$ cat src/rtl/tri_dispatch.sv
// tri_dispatch
// Initiator side of the hit-point stage's write interface. One ray at a time
// is popped from a first-word-fall-through ray FIFO. The block then reads
// triangle memory from address 0 to num_tris-1 and pushes one record per
// triangle into the hit-point stage, at up to one record per clock. Each
// record is {origin, dir, v0, v1, v2, normal, triangle_id}.
//
// Ports
//   clock, reset         system clock, synchronous active-high reset
//   ray_empty/ray_rd_en  ray FIFO handshake (data valid while ray_empty low)
//   ray_origin/ray_dir   head ray of the FIFO
//   num_tris             triangles to walk for the popped ray (sampled at pop)
//   tri_rd_en/tri_addr   triangle memory read port
//   tri_*_in             memory read data, valid the cycle after tri_rd_en
//   origin_out/dir_out   ray latched at pop, held for the whole ray
//   v0/v1/v2/tri_normal_out, triangle_id_out  record at the head of the buffer
//   out_wr_en/out_full   write handshake into the hit-point stage
//   busy                 a ray is in flight or records are still buffered
//   ray_done             one-cycle pulse once a ray's last record is written
module tri_dispatch #(
  parameter int D_BITS = 32,
  parameter int Q_BITS = 16,
  parameter int M_BITS = 32,
  parameter int A_BITS = 10
) (
  input  logic                   clock,
  input  logic                   reset,
  input  logic                   ray_empty,
  output logic                   ray_rd_en,
  input  logic [2:0][D_BITS-1:0] ray_origin,
  input  logic [2:0][D_BITS-1:0] ray_dir,
  input  logic [A_BITS:0]        num_tris,
  output logic                   tri_rd_en,
  output logic [A_BITS-1:0]      tri_addr,
  input  logic [2:0][D_BITS-1:0] tri_v0_in,
  input  logic [2:0][D_BITS-1:0] tri_v1_in,
  input  logic [2:0][D_BITS-1:0] tri_v2_in,
  input  logic [2:0][D_BITS-1:0] tri_normal_in,
  output logic [2:0][D_BITS-1:0] origin_out,
  output logic [2:0][D_BITS-1:0] dir_out,
  output logic [2:0][D_BITS-1:0] v0_out,
  output logic [2:0][D_BITS-1:0] v1_out,
  output logic [2:0][D_BITS-1:0] v2_out,
  output logic [2:0][D_BITS-1:0] tri_normal_out,
  output logic [M_BITS-1:0]      triangle_id_out,
  output logic                   out_wr_en,
  input  logic                   out_full,
  output logic                   busy,
  output logic                   ray_done
);

  // Coordinates (signed fixed point) are only passed through, so the fraction
  // width matters only as a sanity bound; the id must hold any address.
  if (Q_BITS >= D_BITS) begin : g_bad_q_bits
    $error("tri_dispatch: Q_BITS must be smaller than D_BITS");
  end
  if (M_BITS < A_BITS) begin : g_bad_m_bits
    $error("tri_dispatch: M_BITS must be at least A_BITS");
  end

  typedef logic [2:0][D_BITS-1:0] vec3_t;

  typedef struct packed {
    vec3_t             v0;
    vec3_t             v1;
    vec3_t             v2;
    vec3_t             nrm;
    logic [A_BITS-1:0] id;
  } entry_t;

  typedef enum logic [1:0] {
    IDLE,
    ISSUE,
    DRAIN
  } state_t;

  localparam logic [A_BITS:0] TRI_CAP  = {1'b1, {A_BITS{1'b0}}};
  localparam logic [A_BITS:0] ADDR_ONE = {{A_BITS{1'b0}}, 1'b1};

  state_t            state_q, state_d;
  logic [A_BITS:0]   next_addr_q, next_addr_d;
  logic [A_BITS:0]   num_tris_q, num_tris_d;
  vec3_t             origin_q, origin_d;
  vec3_t             dir_q, dir_d;
  logic              inflight_q, inflight_d;
  logic [A_BITS-1:0] inflight_addr_q, inflight_addr_d;
  entry_t            buf_q [2];
  entry_t            buf_d [2];
  logic              head_q, head_d;
  logic              tail_q, tail_d;
  logic [1:0]        count_q, count_d;
  logic              done_q, done_d;

  logic              pop_ray;
  logic              issue_rd;
  logic              write_out;
  logic              load_buf;
  logic [2:0]        occupancy;
  logic [A_BITS:0]   tris_capped;
  entry_t            head_entry;

  // Two-entry output buffer. Memory data is valid exactly one cycle after a
  // read, so the in-flight flag doubles as the load strobe. Load and pop in
  // the same cycle leave the occupancy unchanged.
  always_comb begin
    buf_d     = buf_q;
    head_d    = head_q;
    tail_d    = tail_q;
    write_out = (count_q != 2'd0) && !out_full;
    load_buf  = inflight_q;
    occupancy = {1'b0, count_q} + {2'b00, inflight_q} - {2'b00, write_out};
    if (load_buf) begin
      buf_d[tail_q] = {tri_v0_in, tri_v1_in, tri_v2_in, tri_normal_in, inflight_addr_q};
      tail_d        = ~tail_q;
    end
    if (write_out) begin
      head_d = ~head_q;
    end
    count_d = count_q + {1'b0, load_buf} - {1'b0, write_out};
  end

  // Ray sequencing. A read is issued only when the records already committed
  // to the buffer (stored plus in flight, minus this cycle's write) leave a
  // free slot, so backpressure can never overflow the two entries.
  always_comb begin
    state_d         = state_q;
    next_addr_d     = next_addr_q;
    num_tris_d      = num_tris_q;
    origin_d        = origin_q;
    dir_d           = dir_q;
    done_d          = 1'b0;
    pop_ray         = 1'b0;
    issue_rd        = 1'b0;
    inflight_addr_d = inflight_addr_q;
    tris_capped     = (num_tris > TRI_CAP) ? TRI_CAP : num_tris;

    unique case (state_q)
      IDLE: begin
        // The cycle carrying ray_done must not also pop the next ray.
        pop_ray = !ray_empty && !done_q && !reset;
        if (pop_ray) begin
          origin_d    = ray_origin;
          dir_d       = ray_dir;
          num_tris_d  = tris_capped;
          next_addr_d = '0;
          if (tris_capped == '0) begin
            done_d = 1'b1;
          end else begin
            state_d = ISSUE;
          end
        end
      end
      ISSUE: begin
        issue_rd = (occupancy < 3'd2);
        if (issue_rd) begin
          next_addr_d     = next_addr_q + ADDR_ONE;
          inflight_addr_d = next_addr_q[A_BITS-1:0];
          if (next_addr_q == num_tris_q - ADDR_ONE) begin
            state_d = DRAIN;
          end
        end
      end
      DRAIN: begin
        // Looking at the post-write occupancy lets ray_done land in the
        // cycle right after the final write.
        if ((count_d == 2'd0) && !inflight_q) begin
          done_d  = 1'b1;
          state_d = IDLE;
        end
      end
      default: begin
        state_d = IDLE;
      end
    endcase

    inflight_d = issue_rd;
  end

  always_ff @(posedge clock) begin
    if (reset) begin
      state_q         <= IDLE;
      next_addr_q     <= '0;
      num_tris_q      <= '0;
      origin_q        <= '0;
      dir_q           <= '0;
      inflight_q      <= 1'b0;
      inflight_addr_q <= '0;
      for (int i = 0; i < 2; i++) begin
        buf_q[i] <= '0;
      end
      head_q          <= 1'b0;
      tail_q          <= 1'b0;
      count_q         <= 2'd0;
      done_q          <= 1'b0;
    end else begin
      state_q         <= state_d;
      next_addr_q     <= next_addr_d;
      num_tris_q      <= num_tris_d;
      origin_q        <= origin_d;
      dir_q           <= dir_d;
      inflight_q      <= inflight_d;
      inflight_addr_q <= inflight_addr_d;
      buf_q           <= buf_d;
      head_q          <= head_d;
      tail_q          <= tail_d;
      count_q         <= count_d;
      done_q          <= done_d;
    end
  end

  assign head_entry      = buf_q[head_q];
  assign ray_rd_en       = pop_ray;
  assign tri_rd_en       = issue_rd;
  assign tri_addr        = next_addr_q[A_BITS-1:0];
  assign origin_out      = origin_q;
  assign dir_out         = dir_q;
  assign v0_out          = head_entry.v0;
  assign v1_out          = head_entry.v1;
  assign v2_out          = head_entry.v2;
  assign tri_normal_out  = head_entry.nrm;
  assign triangle_id_out = M_BITS'(head_entry.id);
  assign out_wr_en       = write_out;
  assign busy            = (state_q != IDLE) || (count_q != 2'd0);
  assign ray_done        = done_q;

endmodule

$ cat config.mk
export PLATFORM = sky130hd
export DESIGN_NAME = tri_dispatch
export DESIGN_NICKNAME = d
export VERILOG_FILES = /design/src/rtl/tri_dispatch.sv
export SDC_FILE = /design/constraint.sdc
export NUM_CORES = 2
export LEC_CHECK = 0
export CAP_MARGIN = 40
export CORE_AREA = 2 2 469 471
export CTS_CLUSTER_DIAMETER = 60
export CTS_CLUSTER_SIZE = 25
export DETAILED_ROUTE_END_ITERATION = 12
export DIE_AREA = 0 0 471 473
export GPL_ROUTABILITY_DRIVEN = 0
export HOLD_SLACK_MARGIN = 0.12
export PLACE_DENSITY = 0.37
export SYNTH_ARGS = -nofsm -noshare
export SYNTH_HDL_FRONTEND = slang
export SYNTH_SLANG_ARGS = --single-unit
$ cat constraint.sdc
create_clock -name clock -period 3.25 [get_ports clock]
set_input_delay 0.65 -clock clock [delete_from_list [all_inputs] [get_ports clock]]
set_output_delay 0.65 -clock clock [all_outputs]
set_load 0.03 [all_outputs]
==> metrics.txt <==
Crit. Startpoint count_q[0]; top_reg_cell synth dfxtp_1; Sink Count 1,020; Starting DRT DRC Count 1,935; run status complete, but fails checks; number of global-route vias before repair 37,100; achievable frequency 0.298 GHz; drt first pass iters 5; met1 usage approximately 20%; top post-synthesis cells by area dfxtp_1 (50%), nand2_1 (18%), mux2_2 (11%); Critical Path Source Type flip-flop; H-Tree Depth 4; Syn. warnings 0; Place WS -0.230 ns; minimum clock period 3.36 ns; met3 usage 6.92%; leading area contributor after synthesis dfxtp_1; PortBufs approximately 1,200; CTS root buf clkbuf_16; register area share after synthesis between 50% and 60%; TritonCTS clock tree done; Final ANT Viol Nets 0; FF-to-FF End next_addr_q[7]; Reg power frac 34.7%; share of cells above drive strength 1 14.8%; Wirelength per Cell 22.7 um; clock buffer depth 3; total CTS buffers 130; Clock Latency Late Sink 0.79 ns; setup_tns -0.106 ns; Clock Skews 0.0300 ns; switching power 12.9 mW; IO Pins 1,214; Starting Density a little under a fifth; total core area 0.218 mm^2; grt ovf 0; unrepaired setup endpoints after global routing true; R2R setup slack 0.56 ns; Final Setup Violations 1; CP endpoint tri_rd_en; dpl hpwl 145,000 um; Syn Area/Cell 8.17 um^2; final max-slew violation count 0; via-per-instance ratio approximately 4.2; GRT Max-Usage Layer met2; Fillers between 20,000 and 25,000; internal power about 27 mW; Seq cells post-synth 1,020; reg2reg start count_q[0]; total area of sequential cells 0.0204 mm^2; multi-input logic area 0.0185 mm^2; Die Height 473 um; initial antenna violation count 63; WL final 205,000 um; hold slack final 0.351 ns; Mapped Area between 0.04 and 0.05 mm^2; Final WS setup -0.106 ns; row count 172; final net count around 6,600; worst ir drop on vdd 0.562 mV; max_slew headroom 20.3%; WP data arrival 2.71 ns; first-pass GRT wire length 287,000 um; Layout area overhead 50.1%; largest net degree at the start of global routing 187; worst setup path class reg -> out; power per cell area 661 mW/mm^2; DRC errors left 0; cells after synthesis around 4,900; number of library cell types mapped by synthesis 53; clock power share between 40% and 50%; Hold-fix buffers, CTS 0; Clock transition at path regs 0.06 ns; via count 37,900; met2 GRT Util approximately 30%; number of flops mapped to enable cells by yosys 0; failing checks negative setup slack; HP Class in -> reg; Crit. End Element primary output; hold depth 3; switching portion of total power 32.1%; R2R depth 14; number of max-cap violations 0; commonest non-fill, non-tap cells in the layout nand2_1 (1,973), dfxtp_1 (1,017), a21oi_1 (797); Synth top area share between 50% and 60%; commonest non-fill, non-tap cell in the layout nand2_1; leak pwr ~23 nW; Gate power share 24.6%; Max FO, Critical Path 2; Finished Cell Area 0.0607 mm^2; Final Hold Viols 0; Die Area about 0.22 mm^2; Final period util 103%; placed cell areas 0.0558 mm^2; total track usage 17.7%; WP data required approximately 2.6 ns; slew at the pin with the worst max-slew slack 1.20 ns; Synth async-reset ratio 0%; Die W 471 um
## flip-flops by register name (all words and copies together), names as in the netlist, 2 cells and up
register         count
dir_out             96
buf_q              788
inflight_addr_q     10
origin_out          96
count_q              2
state_q              2
next_addr_q         11
num_tris_q          11
## repair_timing
item | CTS | global route
gates cloned | 6 | 0
pin swaps | 6 | 1
resized for setup | 616 | 84
setup endpoints to repair | 388 | 43
setup buffers | 12 | 0
## power by group through the flow
stage | combinational (mW) | clock, mW | sequential (mW)
after floorplan | 4.92 | 0 | 14.4
after global placement | 9.91 | 0 | 14.2
after detailed placement | 9.90 | 0 | 14.2
after CTS | 10.1 | 16.9 | 13.9
after global routing | 10.6 | 17.4 | 14.0
final | 9.89 | 16.4 | 13.9
## how the worst min path moves through the flow
stage,slack (ns),end,from
2_1_floorplan,0.43,buf_q[502],buf_q[502]
3_3_place_gp,0.44,buf_q[30],buf_q[30]
3_5_place_dp,0.44,buf_q[64],buf_q[64]
4_1_cts,0.27,state_q[1],reset
5_1_grt,0.29,state_q[1],reset
6_report,0.35,state_q[1],reset
## final cells by class
cell class | count | share of cell area, %
Sequential cell | 1020 | 33.6
Multi-Input combinational cell | 3527 | 30.4
Timing Repair Buffer | 1316 | 21.9
Clock buffer | 160 | 6.05
Tap cell | 2871 | 5.92
Clock inverter | 78 | 1.94
Antenna cell | 20 | 0.0824
Inverter | 9 | 0.0639
## per-layer routing
metal	wire length, um	share of wire [%]
met3	18200	8.9
met4	6380	3.1
met1	81500	40
met5	154	0.075
met2	98500	48
## cell families after synthesis
| kind of cell | synth area share, % |
|---|---|
| compound gates | 10.5 |
| xor+xnor | 0.390 |
| fa+ha+maj | 0.173 |
| buf+inv | 4.23 |
| flops | 50.5 |
| mux | 11.2 |
| other cells | 0.00927 |
| simple gates | 23.0 |
## synthesized netlist by cell type, types with 2 or more instances
cell type  number
nand2_1      1975
dfxtp_1      1020
a21oi_1       797
mux2_2        389
clkbuf_1      319
nand3b_1      195
buf_1          59
nor2_1         34
buf_4          32
xnor2_1        12
mux2i_1        11
inv_1           8
nor4_1          8
a22o_1          6
nand2b_1        6
xor2_1          6
mux2_1          5
o21ai_1         5
buf_2           4
ha_1            4
nand3_1         4
nor2b_1         4
o21ai_0         4
or3_1           4
nor3_1          3
o2111ai_1       3
a211o_1         2
a32o_1          2
and2_1          2
nor4b_1         2
o211ai_1        2
## worst max-delay path: stages, from the launching register on
cell	delay (ns)
dfxtp_2	0.33
nor2_4	0.13
nor2_4	0.06
ha_4	0.26
inv_2	0.04
ha_4	0.14
fa_2	0.35
xnor2_2	0.18
nor3_4	0.16
buf_12	0.14
buf_12	0.13
## through the flow
step / util [%] / power, mW / instances
2_1_floorplan: - / 19.3 / 4970
3_3_place_gp: 25.6 / 24.1 / 8724
3_5_place_dp: 25.6 / 24.1 / 8725
4_1_cts: 27.9 / 41.0 / 8981
5_1_grt: 27.8 / 42.0 / 8995
6_report: 27.8 / 40.2 / 9001
Power figures use the tool's default switching activity.
